$ cat src/rtl/pc_fetch.sv
// pc_fetch: program-counter and instruction-fetch front end.
// Holds the PC and issues one instruction-memory read per cycle while in FETCH.
// It registers the returned word with its address. It also handles downstream
// stalls, which hold the last instruction, and branch redirects.
//
// Ports:
//   clk, rst_n            clock, asynchronous active-low reset
//   stall                 downstream busy; freezes fetch
//   br_taken, br_target   redirect request and target address
//   imem_req, imem_addr   memory read request (FETCH and not stalled), address = pc
//   imem_ack, imem_rdata  memory response, qualified by imem_req
//   inst_valid, inst, inst_pc  registered fetched instruction and its address
//   misalign              sticky misaligned-redirect flag
//
// Build option: define MISALIGN_TRAP_EN to trap on redirects whose target is
// not word aligned. In the default build, the low target bits are cleared and
// misalign is tied low.
module pc_fetch #(
  parameter logic [31:0] RESET_PC = 32'h0000_0000
) (
  input  logic        clk,
  input  logic        rst_n,
  input  logic        stall,
  input  logic        br_taken,
  input  logic [31:0] br_target,
  output logic        imem_req,
  output logic [31:0] imem_addr,
  input  logic        imem_ack,
  input  logic [31:0] imem_rdata,
  output logic        inst_valid,
  output logic [31:0] inst,
  output logic [31:0] inst_pc,
  output logic        misalign
);

  localparam int unsigned XLEN = 32;

  localparam logic [1:0] S_IDLE  = 2'd0;
  localparam logic [1:0] S_FETCH = 2'd1;
  localparam logic [1:0] S_HOLD  = 2'd2;

  logic [1:0]      state_q, state_d;
  logic [XLEN-1:0] pc_q, pc_d;
  logic [XLEN-1:0] inst_q, inst_d;
  logic [XLEN-1:0] inst_pc_q, inst_pc_d;
  logic            valid_q, valid_d;
  logic            mis_q, mis_d;
  logic            br_bad;
  logic [XLEN-1:0] br_addr;

  // The request depends on the live stall input, so it cannot wait a cycle.
  assign imem_req   = (state_q == S_FETCH) && !stall;
  assign imem_addr  = pc_q;
  assign inst_valid = valid_q;
  assign inst       = inst_q;
  assign inst_pc    = inst_pc_q;
  assign br_addr    = {br_target[XLEN-1:2], 2'b00};

`ifdef MISALIGN_TRAP_EN
  assign br_bad   = (br_target[1:0] != 2'b00);
  assign misalign = mis_q;
`else
  logic unused_br_lsb;
  assign unused_br_lsb = ^{br_target[1:0], mis_q};
  assign br_bad        = 1'b0;
  assign misalign      = 1'b0;
`endif

  // State register and datapath registers.
  always_ff @(posedge clk or negedge rst_n) begin
    if (!rst_n) begin
      state_q   <= S_IDLE;
      pc_q      <= RESET_PC;
      inst_q    <= '0;
      inst_pc_q <= '0;
      valid_q   <= 1'b0;
      mis_q     <= 1'b0;
    end else begin
      state_q   <= state_d;
      pc_q      <= pc_d;
      inst_q    <= inst_d;
      inst_pc_q <= inst_pc_d;
      valid_q   <= valid_d;
      mis_q     <= mis_d;
    end
  end

  // Next-state and datapath update.
  always_comb begin
    state_d   = state_q;
    pc_d      = pc_q;
    inst_d    = inst_q;
    inst_pc_d = inst_pc_q;
    valid_d   = valid_q;
    mis_d     = mis_q;
    case (state_q)
      S_IDLE: state_d = S_FETCH;
      S_FETCH, S_HOLD: begin
        if (mis_q) begin
          // A trapped fetch stays parked until reset.
          state_d = S_HOLD;
          valid_d = 1'b0;
        end else if (br_taken) begin
          // A redirect beats stall and discards any same-cycle response.
          valid_d = 1'b0;
          if (br_bad) begin
            mis_d   = 1'b1;
            state_d = S_HOLD;
          end else begin
            pc_d    = br_addr;
            state_d = S_FETCH;
          end
        end else if (state_q == S_FETCH) begin
          if (stall) begin
            if (valid_q) state_d = S_HOLD;
          end else if (imem_ack) begin
            inst_d    = imem_rdata;
            inst_pc_d = pc_q;
            valid_d   = 1'b1;
            pc_d      = pc_q + XLEN'(4);
          end else begin
            valid_d = 1'b0;
          end
        end else if (!stall) begin
          valid_d = 1'b0;
          state_d = S_FETCH;
        end
      end
      default: state_d = S_IDLE;
    endcase
  end

endmodule

$ cat config.mk
export PLATFORM = sky130hd
export DESIGN_NAME = pc_fetch
export DESIGN_NICKNAME = d
export VERILOG_FILES = /design/src/rtl/pc_fetch.sv
export SDC_FILE = /design/constraint.sdc
export NUM_CORES = 1
export LEC_CHECK = 0
export BUFFER_PORTS_ARGS = -buffer_cell sky130_fd_sc_hd__buf_4
export CORE_UTILIZATION = 45
export CTS_CLUSTER_SIZE = 28
export DETAILED_ROUTE_END_ITERATION = 12
export PLACE_DENSITY = 0.73
export SYNTH_ARGS = -nofsm -noshare
export SYNTH_HDL_FRONTEND = slang
export SYNTH_SLANG_ARGS = --single-unit
$ cat constraint.sdc
create_clock -name clk -period 2.4 [get_ports clk]
set_input_delay 0.6 -clock clk [delete_from_list [all_inputs] [get_ports clk]]
set_output_delay 0.6 -clock clk [all_outputs]
set_load 0.01 [all_outputs]
==> reports/summary.md <==
## Floorplan
* 105 um — die extent in x
* 168 — number of top-level pins
* 10300 um^2 — core region area
* 37 — num rows
* 11100 um^2 — area enclosed by the die boundary
* 46.5% — Initial Util
* 105 um — die span in y

## Synth
* 95 — Seq cells post-synth
* sky130_fd_sc_hd__dfrtp_1 — ys flop type
* 0 — count of flip-flops with a built-in enable after synthesis
* 49.5% — share of the synthesized area in the top cell type
* 49.5% — fraction of the yosys area taken by sequential cells
* 100% — asr flop ratio synth
* 8.68 um^2 — Post-Syn Area per Cell
* 553 — gate count after technology mapping
* sky130_fd_sc_hd__dfrtp_1 50%, sky130_fd_sc_hd__nand2_1 14%, sky130_fd_sc_hd__mux2i_1 2.7%, sky130_fd_sc_hd__o21ai_0 2.5%, sky130_fd_sc_hd__a22oi_1 2.3% — Area contributors post-synth
* 0 — yosys synthesis warning count
* 56 — library cells used by synthesis
* 4800 um^2 — post-synthesis cell area
* sky130_fd_sc_hd__dfrtp_1 — Yosys top cell by area

## Setup path
* sky130_fd_sc_hd__nor2_4 — Critical Path Slowest Stage Cell
* 0.19 ns — setup slack, reg-to-reg
* 7 — worst r2r path cells
* 2.70 ns — Data required, critical path
* state_q[1] — beginning of the critical path
* simple AND/OR/NAND/NOR gates — Top Family by Delay on Critical Path
* register — Startpoint Class
* inst_pc[19] — critical register-to-register path endpoint
* 2 — Buf+Inv Stages, Crit Path
* 7 — depth of the critical timing path with buffers and inverters included
* state_q[1] — launch instance of the worst register-to-register path
* inst_pc[19] — capturing instance or port of the critical path
* reg2reg — Crit Path Class
* inv_1 > ha_1 > nand3b_1 > nor2_4 > buf_4 > nand2_1 > nand2_1 — series of cell instances along the critical path
* sky130_fd_sc_hd__nand2_1 — CP dominant cell by count
* register — critical path endpoint category
* 0.50 ns — slowest cell delay on critical path
* 21 — highest fanout seen on the critical path
* 2.51 ns — data arrival time at the worst-slack endpoint

## Clock network
* yes — CTS tree
* 0 — Post-CTS Hold Buffers
* 3 — Max H-tree Level
* sky130_fd_sc_hd__clkbuf_8 — root buffer cell
* 2 — maximum clock path buffer count
* 0 — # Post-CTS Setup Buffers
* 0 — Resized cells post-CTS
* 9 — CTS Buf Count
* 0.10 ns — Clock Pin Slew Worst Setup and Hold Paths
* 0.37 ns — clock network latency to the later pin of the worst-skew pair
* 95 — number of clock sinks

## Placement
* 0.877 — final weighted congestion in routability-driven placement
* 160 — Port-buffer cells
* 0.236 ns — Post-Place Worst Slack
* 9880 um — HPWL after detailed placement

## Timing
* 0.192 ns — worst-case setup margin in the final layout
* 0 ns — sum of negative setup slack
* 2.21 ns — min Tclk post-route
* 92.0% — final cycle utilization of the critical path
* 0.682 ns — actual transition at the worst max-transition pin
* 0 — Pins Over Slew Limit
* 453 MHz — fmax
* 0 — number of hold violations in the final report
* false — RSZ-0062 raised after global routing
* 0.0149 ns — clock tree skew after final layout
* 54.2% — relative slew slack
* 0 — Setup Viol. Count Final

## GRT
* 22300 um — wire length of the first global-routing pass
* 48 — largest net degree at the start of global routing
* 4381 — number of global-route vias before repair
* 0 — grt ovf
* 0 — number of antenna violations at the first check in global routing
* 25.3% — total global-route track usage

## Drt
* 0 — Routed Antenna Nets
* 361 — Starting DRT DRC Count
* 0 — # DRC
* 4597 — via count
* 5 — number of search-and-repair iterations in the first detailed-routing pass
* 13700 um — routed wire length
* 16.3 um — wire length per cell
* 5.47 — vias per std cell

## Pwr
* 544 uV — worst IR drop on VDD
* 1260 nW/um^2 — Power Density
* 3.24 nW — Leakage Power

## Layout
* 0 — # diodes
* 29.1% — fraction of final layout cells sized beyond drive strength 1
* 32.3% — P&R area growth vs syn
* sky130_fd_sc_hd__nand2_1 — leading cell type in the layout, fill and taps excluded
* 776 — count of nets after finishing
* 177 x sky130_fd_sc_hd__nand2_1, 176 x sky130_fd_sc_hd__buf_4, 95 x sky130_fd_sc_hd__dfrtp_1, 24 x sky130_fd_sc_hd__o21ai_0, 19 x sky130_fd_sc_hd__nor2_1 — commonest cells after routing, fill and taps aside

## Flow run
* 0 — max_cap viols

## Hold path
* in2async — Tightest Hold Check Type

## Status
* finished clean — outcome

-- logic make-up (layout without fill, tap and decap cells) --
logic type,Yosys count,in the layout,share of synthesized area [%]
other,1,5,0.0781
AO/OA/AOI/OAI,95,95,13.3
buffers and inverters,58,206,5.34
adder cells (fa/ha/maj),7,7,1.82
flip-flops,95,95,49.5
multiplexers,14,14,2.94
AND/OR/NAND/NOR,283,283,27.0
-- final cells by class --
cell class                      count  area, um^2
Timing Repair Buffer              177        1340
Fill cell                         915        3970
Tap cell                          136         170
Clock inverter                      5        81.3
Multi-Input combinational cell    404        2190
Clock buffer                       11         141
Inverter                           13        48.8
Sequential cell                    95        2380
-- metal layers --
metal | GRT usage (%) | vias up | wire [um]
met5 | 0 | - | 0
met4 | 8.55 | 0 | 160
met3 | 4.27 | 12 | 807
li1 | - | 2203 | -
met2 | 40.2 | 187 | 6670
met1 | 35.2 | 2195 | 6090
-- flip-flops by register name, summed over array words and instances, names as in the netlist --
signal      count
inst           32
imem_addr      30
inst_pc        30
state_q         2
inst_valid      1
-- through the flow --
step | std cells | util (%) | hold slack (ns) | power [mW] | instance area (um^2)
floorplan | 557 | - | 0.304 | 5.00 | 4820
global placement | 825 | 59.4 | 0.458 | 6.70 | 6130
detailed placement | 825 | 59.4 | 0.464 | 6.83 | 6130
CTS | 841 | 61.5 | 0.243 | 8.01 | 6350
global route | 841 | 61.5 | 0.263 | 8.57 | 6350
finish | 841 | 61.5 | 0.238 | 7.99 | 6350
-- where the power goes --
group / switching [mW] / internal [mW]
Combinational: 2.00 / 1.75
Sequential: 0.768 / 2.30
Clock: 0.554 / 0.616
Total: 3.32 / 4.67
-- synthesized netlist by cell type, drive strengths merged, types with 13 or more instances --
library cell	count
nand2	178
o21ai	29
nand4	16
nand3	18
buf	18
dfrtp	95
mux2i	13
nor2	20
inv	13
clkbuf	27
nor3	13
a22oi	15
a211oi	13
-- worst min-delay path by stage --
stage,endpoint,cells after the start,slack [ns],from
final,imem_addr[30],1,0.24,rst_n
after global routing,imem_addr[30],1,0.26,rst_n
after CTS,imem_addr[30],1,0.24,rst_n
after detailed placement,inst[13],2,0.46,inst[13]
after global placement,inst[28],2,0.46,inst[28]
after floorplan,imem_addr[10],0,0.30,rst_n
Power figures use the tool's default switching activity.
